==> src/rtl/serial_add_sub.sv <==
// -----------------------------------------------------------------------------
// serial_add_sub
//   Bit-serial unsigned adder/subtractor. It handles one bit per clock, least
//   significant bit first. A subtraction that borrows gets a second serial
//   pass, which two's-complements the raw difference. As a result, Result
//   always holds a magnitude and Cout flags the negative case. Result, Cout
//   and Sub feed the downstream sign/overflow stage.
//
// Ports
//   clk     in   system clock, rising edge
//   rst_n   in   asynchronous active-low reset
//   start   in   launch request, sampled only while idle
//   A, B    in   WIDTH-bit unsigned operands, captured on accept
//   Sub_in  in   operation select (0 = A+B, 1 = A-B), captured on accept
//   Result  out  sum (add) or |A-B| (sub), updated only on completion
//   Cout    out  carry-out (add) or borrow A<B (sub), updated on completion
//   Sub     out  operation of the completed result
//   busy    out  high while bits are being processed (CALC / NEGATE)
//   done    out  one-cycle completion pulse
// -----------------------------------------------------------------------------
module serial_add_sub #(
    parameter int WIDTH = 4
) (
    input  logic             clk,
    input  logic             rst_n,
    input  logic             start,
    input  logic [WIDTH-1:0] A,
    input  logic [WIDTH-1:0] B,
    input  logic             Sub_in,
    output logic [WIDTH-1:0] Result,
    output logic             Cout,
    output logic             Sub,
    output logic             busy,
    output logic             done
);

    // The extra counter bit keeps the terminal count clear of wrap-around.
    localparam int CW = $clog2(WIDTH) + 1;

    localparam logic [1:0] S_IDLE   = 2'd0;
    localparam logic [1:0] S_CALC   = 2'd1;
    localparam logic [1:0] S_NEGATE = 2'd2;
    localparam logic [1:0] S_DONE   = 2'd3;

    logic [1:0]       state_q,  state_d;
    logic [WIDTH-1:0] a_q,      a_d;
    logic [WIDTH-1:0] b_q,      b_d;
    logic [WIDTH-1:0] raw_q,    raw_d;
    logic             op_q,     op_d;
    logic             carry_q,  carry_d;
    logic [CW-1:0]    cnt_q,    cnt_d;
    logic [WIDTH-1:0] result_q, result_d;
    logic             cout_q,   cout_d;
    logic             subo_q,   subo_d;

    logic             b_bit;
    logic             in_bit;
    logic             sum_bit;
    logic             carry_bit;
    logic             last_bit;

    always_comb begin
        state_d   = state_q;
        a_d       = a_q;
        b_d       = b_q;
        raw_d     = raw_q;
        op_d      = op_q;
        carry_d   = carry_q;
        cnt_d     = cnt_q;
        result_d  = result_q;
        cout_d    = cout_q;
        subo_d    = subo_q;
        b_bit     = 1'b0;
        in_bit    = 1'b0;
        sum_bit   = 1'b0;
        carry_bit = 1'b0;
        last_bit  = (cnt_q == CW'(WIDTH - 1));

        case (state_q)
            S_IDLE: begin
                if (start) begin
                    a_d     = A;
                    b_d     = B;
                    op_d    = Sub_in;
                    // Subtraction is A + ~B + 1: the +1 enters as carry-in on bit 0.
                    carry_d = Sub_in;
                    cnt_d   = '0;
                    raw_d   = '0;
                    state_d = S_CALC;
                end
            end

            S_CALC: begin
                b_bit     = op_q ? ~b_q[0] : b_q[0];
                sum_bit   = a_q[0] ^ b_bit ^ carry_q;
                carry_bit = (a_q[0] & b_bit) | (carry_q & (a_q[0] ^ b_bit));
                // The new bit enters at the MSB, so the result is LSB-aligned after WIDTH shifts.
                raw_d     = {sum_bit, raw_q[WIDTH-1:1]};
                a_d       = a_q >> 1;
                b_d       = b_q >> 1;
                carry_d   = carry_bit;
                cnt_d     = cnt_q + CW'(1);
                if (last_bit) begin
                    cnt_d = '0;
                    if (op_q && !carry_bit) begin
                        // A missing carry out of A + ~B + 1 means A < B, so negate the raw difference.
                        carry_d = 1'b1;
                        state_d = S_NEGATE;
                    end else begin
                        result_d = raw_d;
                        cout_d   = op_q ? ~carry_bit : carry_bit;
                        subo_d   = op_q;
                        state_d  = S_DONE;
                    end
                end
            end

            S_NEGATE: begin
                // Serial two's complement: invert each bit and ripple the +1 from bit 0.
                in_bit    = ~raw_q[0];
                sum_bit   = in_bit ^ carry_q;
                carry_bit = in_bit & carry_q;
                raw_d     = {sum_bit, raw_q[WIDTH-1:1]};
                carry_d   = carry_bit;
                cnt_d     = cnt_q + CW'(1);
                if (last_bit) begin
                    cnt_d    = '0;
                    result_d = raw_d;
                    cout_d   = 1'b1;
                    subo_d   = op_q;
                    state_d  = S_DONE;
                end
            end

            default: begin
                state_d = S_IDLE;
            end
        endcase
    end

    always_ff @(posedge clk or negedge rst_n) begin
        if (!rst_n) begin
            state_q  <= S_IDLE;
            a_q      <= '0;
            b_q      <= '0;
            raw_q    <= '0;
            op_q     <= 1'b0;
            carry_q  <= 1'b0;
            cnt_q    <= '0;
            result_q <= '0;
            cout_q   <= 1'b0;
            subo_q   <= 1'b0;
        end else begin
            state_q  <= state_d;
            a_q      <= a_d;
            b_q      <= b_d;
            raw_q    <= raw_d;
            op_q     <= op_d;
            carry_q  <= carry_d;
            cnt_q    <= cnt_d;
            result_q <= result_d;
            cout_q   <= cout_d;
            subo_q   <= subo_d;
        end
    end

    assign Result = result_q;
    assign Cout   = cout_q;
    assign Sub    = subo_q;
    assign busy   = (state_q == S_CALC) || (state_q == S_NEGATE);
    assign done   = (state_q == S_DONE);

endmodule

==> config.mk <==
export PLATFORM = sky130hd
export DESIGN_NAME = serial_add_sub
export DESIGN_NICKNAME = d
export VERILOG_FILES = /design/src/rtl/serial_add_sub.sv
export SDC_FILE = /design/constraint.sdc
export NUM_CORES = 1
export LEC_CHECK = 0
export BUFFER_PORTS_ARGS = -buffer_cell sky130_fd_sc_hd__buf_2
export CORE_ASPECT_RATIO = 1.2
export CORE_MARGIN = 2
export CORE_UTILIZATION = 44
export DETAILED_ROUTE_END_ITERATION = 6
export PLACE_DENSITY = 0.67
export SYNTH_ARGS = -nofsm -noshare
export SYNTH_HDL_FRONTEND = slang
export SYNTH_SLANG_ARGS = --single-unit
==> constraint.sdc <==
create_clock -name clk -period 3.5 [get_ports clk]
set_clock_uncertainty 0.2 [all_clocks]
set_input_delay 0.525 -clock clk [delete_from_list [all_inputs] [get_ports clk]]
set_output_delay 0.525 -clock clk [all_outputs]
set_load 0.005 [all_outputs]
==> results of run 1 <==
==> final timing paths <==
kind	startpoint	end	slack, ns	cells past startpoint
hold / removal	Sub_in	op_q	0.25	2
hold reg to reg	b_q[3]	b_q[3]	0.31	1
max in group asynchronous	rst_n	op_q	2.23	2
setup / recovery	state_q[0]	busy	1.23	3
setup reg to reg	op_q	Result[2]	1.24	4
min in group asynchronous	rst_n	raw_q[1]	0.50	2
==> power by group through the flow <==
stage	Combinational, mW	Clock [mW]	Sequential (mW)
global placement	0.734	0	0.479
CTS	0.754	0.136	0.480
finish	0.746	0.132	0.478
global route	0.842	0.150	0.494
floorplan	0.614	0	0.456
detailed placement	0.755	0	0.485
==> timing repair <==
action | CTS | global route
hold endpoints to repair | 25 | 0
gates resized for setup | 0 | 0
hold buffers | 1 | 0
==> cells in the mapped netlist (3+ instances only) <==
| master | n | area, µm² |
|---|---|---|
| dfrtp_1 | 25 | 626 |
| o21ai_0 | 10 | 50.1 |
| nand2b_1 | 9 | 56.3 |
| inv_1 | 8 | 30.0 |
| ha_1 | 7 | 87.6 |
| nand2_1 | 7 | 26.3 |
| a21oi_1 | 5 | 25.0 |
| a221o_1 | 5 | 50.1 |
| a22o_1 | 5 | 43.8 |
| nand3_1 | 5 | 25.0 |
| buf_2 | 4 | 20.0 |
| mux2_4 | 4 | 60.1 |
| nor2_1 | 4 | 15.0 |
| buf_4 | 3 | 22.5 |
==> kinds of logic (layout without fill, tap and decap cells) <==
kind of cell	Yosys count	after routing	share of synthesized area (%)
buffers and inverters	16	32	5.39
AO/OA/AOI/OAI	36	36	19.3
XOR/XNOR	2	2	1.24
flip-flops	25	25	44.2
multiplexers	7	7	6.54
AND/OR/NAND/NOR	37	37	15.7
adder cells (fa/ha/maj)	8	8	7.60
==> state kept, by name, summed over array words and instances, names as in the netlist <==
register and count:
Cout 1, Result 4, Sub 1, a_q 4, b_q 4, carry_q 1, cnt_q 3, op_q 1
raw_q 4, state_q 2
==> layout make-up <==
| class | instances | area (µm²) |
|---|---|---|
| Multi-Input combinational cell | 90 | 713 |
| Fill cell | 276 | 1510 |
| Clock buffer | 4 | 26.3 |
| Timing Repair Buffer | 20 | 105 |
| Sequential cell | 25 | 626 |
| Tap cell | 36 | 45.0 |
| Inverter | 8 | 30.0 |
==> critical path, stage by stage (launching register included) <==
cell	delay [ns]
dfrtp_1	0.45
inv_1	0.10
ha_1	0.49
buf_2	0.18
==> metal layers <==
layer	vias to the layer above	wire length, µm	global-route usage [%]
met5	-	0	0
met1	516	1210	19.2
met4	0	46	6.10
li1	503	-	-
met2	22	1400	30.2
met3	6	85	2.15
==> flow_summary.ini, run 1 <==
[detailed_routing]
dr.pass1.iters = 4
vias = 1047
drtIter0Drc = 31
routedWlPerCell_um = 15.0
vias_per_cell = 5.72
ant_nets = 0
drc = 0
wirelength_um = 2750

[power]
switchingPower_uw = 568
power_density_nw_per_um2 = 878
power_leakage_nw = 0.743
power_mw = 1.36
p_int_uw = 789
comb_power_share_pct = 55.0
peakVddDrop_uv = 358
pwr-share-seq_pct = 35.3
clkPwrFrac_pct = 9.7
sw_frac_of_total_pct = 41.8

[floorplan]
top_level_ports = 20
die-height_um = 66.1
die-area_um2 = 3690
die_w_um = 55.8
rows = 22
core_um2 = 3060
start_util_pct = 46.3

[timing]
slew_violations = 0
rsz0062_at_grt = no
period_minus_slack_ns = 2.27
finalSetupViolations = 0
hold_ws_ns = 0.255
slew_headroom_pct = 59.2
final.setup.worst_slack_ns = 1.23
worstMarginPinSlew_ns = 0.611
layout_worst_path_cycle_share_pct = 64.8
fin_tns_setup_ns = 0
hold_violations = 0
max_freq_mhz = 441

[synthesis]
syn_nets = 151
synth_area_per_cell_um2 = 10.8
synthCells = 131
synth_edf_count = 0
ys_seq_elements = 25
ys_seq_area_share_pct = 44.2
async_flop_share_pct = 100
netlist_area_um2 = 1420
yosysWarnings = 0
synth_cell_types = 39
synth_ff_type = dfrtp_1

[place]
placed_cell_area_um2 = 1510
placed_cells = 178
place_ws_ns = 1.24
io_buffers = 19
gp_congestion = 0.913
hpwlAfterDp_um = 2070

[finish]
antenna_cells = 0
final_common_cell = dfrtp_1
instances_no_fill = 183
fin_area_um2 = 1550
nets = 168
syn2layout_area_growth_pct = 9.20
drive_gt1_share_pct = 22.4
final_util_pct = 50.6
mostFrequentLayoutCells = dfrtp_1, buf_2, o21ai_0, nand2b_1, inv_1

[global_route]
grt_usage_pct = 16.3
gr-total-overflow = 0
grt_pass1_vias = 1053
grt_max_degree = 26
grt_pass1_wl_um = 4760
antenna_found_initial = 0

[outcome]
outcome = completed

[clocking]
ctsLongestPathBuffers = 2
cts_buffers = 3
cts_sinks = 25
cts_tree = yes
post-cts-setup-buffers = 0
htreeDepth = 1
clkLatencyLatePin_ns = 0.32
root_buffer = clkbuf_4
clk_pin_slew_worst_paths_ns = 0.14

[critical_path]
cp-end-kind = output port
crit_fanout = 9
cp.required_ns = 2.77
criticalPathCategory = flip-flop to output port
start_kind = flip-flop
critical_path_arrival_ns = 1.54

[flow_run]
drv_cap = 0

[min_path]
hold_path_class = input pin to flip-flop
Power figures use the tool's default switching activity.
==> run 2, diff against run 1 <==
- ABC_AREA: unset -> 1
- clock period: 3.5 -> 2.2 ns (I/O delays scaled with it)
==> run 2 against run 1 <==
Against the previous run: total power increased by 50%; worst hold slack got worse by 0.22 ns; wire length decreased by 13%; cell area decreased by 5.7%; synthesized cell count increased by 16%; largest cell class is now registers.
==> flow_summary.ini, run 2 <==
[floorplan]
core_um2 = 2840
die-height_um = 64
top_level_ports = 20
rows = 21
die-area_um2 = 3460
die_w_um = 54
start_util_pct = 46.5

[finish]
mostFrequentLayoutCells = nand2_1, dfrtp_1, inv_1, buf_2, o21ai_0
instances_no_fill = 206
nets = 193
drive_gt1_share_pct = 17.4
antenna_cells = 0
final_util_pct = 51.4
fin_area_um2 = 1460
fillers = 285
final_common_cell = nand2_1
syn2layout_area_growth_pct = 10.4

[global_route]
antenna_found_initial = 0
grt_max_degree = 26
grt_usage_pct = 16.0
gr-total-overflow = 0
grt_pass1_wl_um = 4060
grt_pass1_vias = 950

[critical_path]
crit_fanout = 5
start_kind = flip-flop
cpPeakStageDelay_ns = 0.44
path_delay_family = flip-flops
crit_chain = inv_1 > ha_1 > buf_2
cp_num_buf_inv = 2
critical_path_arrival_ns = 1.38
criticalPathCategory = flip-flop to output port
cp.required_ns = 1.67
cp-end-kind = output port
cp_slowest_cell = dfrtp_1

[clocking]
cts_tree = yes
root_buffer = clkbuf_4
post-cts-setup-buffers = 0
clkLatencyLatePin_ns = 0.32
cts_sinks = 25
clk_pin_slew_worst_paths_ns = 0.13
ctsLongestPathBuffers = 2
cts_buffers = 3
htreeDepth = 1

[power]
power_leakage_nw = 0.743
peakVddDrop_uv = 655
power_mw = 2.04
power_density_nw_per_um2 = 1400

[timing]
max_freq_mhz = 524
slew_violations = 0
worstMarginPinSlew_ns = 0.547
layout_worst_path_cycle_share_pct = 86.7
hold_violations = 0
period_minus_slack_ns = 1.91
slew_headroom_pct = 63.5
fin_tns_setup_ns = 0
finalSetupViolations = 0
rsz0062_at_grt = no

[detailed_routing]
drc = 0
vias_per_cell = 4.88
drtIter0Drc = 23
routedWlPerCell_um = 11.6
vias = 1005
wirelength_um = 2400
dr.pass1.iters = 4
ant_nets = 0

[synthesis]
syn_nets = 172
synth_edf_count = 0
netlist_area_um2 = 1320
synthCells = 152
ys_top_cells_by_area = dfrtp_1, nand2_1, ha_1
ys_seq_area_share_pct = 47.4
synth_top_area_share_pct = 47.4
async_flop_share_pct = 100
synth_cell_types = 22
synth_top_area_cell = dfrtp_1
synth_area_per_cell_um2 = 8.68
yosysMostFrequentCell = nand2_1
yosysWarnings = 0
synth_ff_type = dfrtp_1
ys_top_cells_by_count = nand2_1, dfrtp_1, inv_1
ys_seq_elements = 25

[place]
hpwlAfterDp_um = 1750
placed_cells = 201
placed_cell_area_um2 = 1420
io_buffers = 19
gp_congestion = 0.790

[flow_run]
drv_cap = 0

[min_path]
hold_path_class = input pin to flip-flop

[outcome]
outcome = completed
## run 2: cell types whose count changed after synthesis, moves of 3 or more
cell	before	now
a221o_1	5	0
a22o_1	5	0
buf_4	3	0
buf_6	0	3
inv_1	8	23
mux2_4	4	0
nand2_1	7	43
nand2b_1	9	0
o211ai_1	0	5
o21ai_0	10	15
o22ai_1	0	5
## run 2: cell families after synthesis
group | share of synthesized area [%]
buf+inv | 10.4
xor+xnor | 0.664
simple gates | 18.1
fa+ha+maj | 8.15
compound gates | 15.3
flops | 47.4
## run 2: stage by stage
stage | setup slack, ns | hold slack, ns
2_1_floorplan | 0.446 | -0.166
3_3_place_gp | 0.416 | 0.150
3_5_place_dp | 0.311 | 0.155
4_1_cts | 0.267 | 0.0255
5_1_grt | 0.168 | 0.0424
6_report | 0.292 | 0.0357
## run 2: report_power, final
part           switching (mW)  internal (mW)
sequential             0.0969          0.628
clock                   0.137         0.0712
combinational           0.682          0.421
## run 2: timing repair
item                                   CTS  global route
resized for setup                        0             0
hold buffers                             1             0
endpoints found under the hold margin   25             0
## run 2: worst paths after layout
kind | from | endpoint | slack, ns | cells past startpoint
worst min-delay path | A[3] | a_q[3] | 0.04 | 3
min in group asynchronous | rst_n | Result[1] | 0.30 | 2
worst min register to register | Result[3] | Result[3] | 0.29 | 2
max in group asynchronous | rst_n | state_q[1] | 1.14 | 2
worst max register to register | op_q | Result[1] | 0.30 | 6
worst max-delay path | state_q[0] | busy | 0.29 | 3
## run 2: tightest hold or removal path: cells and delay by family
| family | cells | cell delay [ns] |
|---|---|---|
| and+or+nand+nor | 1 | 0.06 |
| buffers and inverters | 1 | 0.08 |
| AOI/OAI and AO/OA | 1 | 0.07 |
## run 2: area by class of cell
cell class	instances	area [µm²]	share of cell area [%]
multi-input cells	97	557	38.2
repair buffers	21	113	7.73
inverters	25	93.8	6.44
clock buffers	4	26.3	1.80
well taps	34	42.5	2.92
flip-flops and latches	25	626	42.9
## run 2: layer usage
metal  routed length [µm]  global-route usage (%)  vias to the layer above  part of all wire [%]
met5                    0                       0                        -                     0
met4                   68                    9.38                        0                   2.8
met3                   75                    2.10                        5                   3.1
met2                 1110                    24.1                       20                    46
met1                 1150                    21.5                      460                    48
li1                     -                       -                      520                     -
==> run 3, diff against run 2 <==
==> constraint.sdc (replaced) <==
create_clock -name clk -period 2.2 [get_ports clk]
set_clock_uncertainty 0.2 [all_clocks]
set_input_delay 0.11 -clock clk [delete_from_list [all_inputs] [get_ports clk]]
set_output_delay 0.11 -clock clk [all_outputs]
set_load 0.005 [all_outputs]
==> run 3 against run 2 <==
Against the previous run: cell count is 5.3% higher; global-route usage rose by 1.8 points; clock-buffer cell count stayed put; via count grew 6.5%; sequential power hardly changed; wire length up 9.0%; non-clock buffer count up 11; largest cell class unchanged.
==> flow_summary.ini, run 3 (synthesized netlist as in run 2, its figures left out) <==
[outcome]
outcome = completed

[power]
peakVddDrop_uv = 654
power_leakage_nw = 0.790
power_density_nw_per_um2 = 1330

[critical_path]
worstReg2RegStart = state_q[0]
start_kind = flip-flop
criticalPathCategory = flip-flop to flip-flop
cp_num_buf_inv = 2
crit_chain = inv_1 > ha_1 > nand2_1 > nand2_1 > o21ai_0 > dlygate4sd3_1
cp-end-kind = flip-flop
cpPeakStageDelay_ns = 0.55
r2r-end = op_q
cp.required_ns = 2.22
critical_path_arrival_ns = 2.00
crit_fanout = 5
critPathMostFrequentCell = nand2_1
path_delay_family = buffers and inverters
rrSetupSlack_ns = 0.22
rr_worst_depth = 6
cp_slowest_cell = dlygate4sd3_1

[flow_run]
drv_cap = 0

[finish]
drive_gt1_share_pct = 16.4
instances_no_fill = 217
syn2layout_area_growth_pct = 18.8
fillers = 273
mostFrequentLayoutCells = nand2_1, dfrtp_1, inv_1, buf_2, o21ai_0
antenna_cells = 0
nets = 204
fin_area_um2 = 1570
final_common_cell = nand2_1

[global_route]
antenna_found_initial = 0
gr-total-overflow = 0
grt_max_degree = 26
grt_pass1_wl_um = 4470
grt_pass1_vias = 1040
grt_usage_pct = 17.8

[detailed_routing]
vias = 1070
routedWlPerCell_um = 12.1
vias_per_cell = 4.93
drtIter0Drc = 30
drc = 0
wirelength_um = 2620
ant_nets = 0
dr.pass1.iters = 4

[place]
io_buffers = 19
placed_cell_area_um2 = 1420
hpwlAfterDp_um = 1750
gp_congestion = 0.790
placed_cells = 201

[timing]
worstMarginPinSlew_ns = 0.549
slew_violations = 0
slew_headroom_pct = 63.4
finalSetupViolations = 0
rsz0062_at_grt = no
layout_worst_path_cycle_share_pct = 90.1
period_minus_slack_ns = 1.98
fin_tns_setup_ns = 0
max_freq_mhz = 504
hold_violations = 0

[clocking]
root_buffer = clkbuf_4
post-cts-setup-buffers = 0
cts_sinks = 25
cts_tree = yes
htreeDepth = 1
ctsLongestPathBuffers = 2
clkLatencyLatePin_ns = 0.32
clk_pin_slew_worst_paths_ns = 0.13
cts_buffers = 3

[floorplan]
die_w_um = 54
top_level_ports = 20
die-area_um2 = 3460
start_util_pct = 46.5
rows = 21
core_um2 = 2840
die-height_um = 64

[min_path]
hold_path_class = input pin to asynchronous set/reset pin
run 3: cell type report:
class                   instances  area [µm²]  share of cell area (%)
repair buffers                 32         223                    14.2
flip-flops and latches         25         626                    39.9
well taps                      34        42.5                    2.71
multi-input cells              97         557                    35.5
inverters                      25        93.8                    5.99
clock buffers                   4        26.3                    1.68
run 3: worst max path at each step:
stage	start	cells past startpoint	end
after global placement	op_q	6	Result[0]
after global routing	state_q[0]	6	op_q
after floorplan	op_q	7	Result[0]
final	state_q[0]	6	op_q
after CTS	state_q[0]	6	op_q
after detailed placement	op_q	6	Result[1]
run 3: worst reg2reg max path: stages (launching register included):
cell and delay (ns):
dfrtp_1 0.45, inv_1 0.10, ha_1 0.27, nand2_1 0.16, nand2_1 0.08, o21ai_0 0.07
dlygate4sd3_1 0.55
run 3: through the flow:
step | utilization, % | worst slack, ns | hold slack [ns] | total power, mW
CTS | 55.2 | 0.202 | 0.106 | 2.08
global placement | 50.1 | 0.416 | -0.0703 | 1.80
finish | 55.2 | 0.217 | 0.0819 | 2.08
floorplan | - | 0.446 | -0.386 | 1.63
global route | 55.2 | 0.0950 | 0.130 | 2.31
detailed placement | 50.1 | 0.311 | -0.0650 | 1.83
run 3: where the power goes:
part	internal [mW]	switching [mW]
Clock	0.0711	0.135
Sequential	0.628	0.0984
Combinational	0.445	0.701
run 3: repair_timing:
action / CTS / global route
resized for setup: 0 / 0
hold endpoints to repair: 36 / 0
hold buffers: 12 / 0
run 3: routing by layer:
metal  routed length (µm)  vias up  global-route usage [%]
met3                   77        5                    2.57
li1                     -      546                       -
met1                 1170      501                    22.1
met4                   67        0                    9.69
met5                    0        -                       0
met2                 1300       18                    28.8
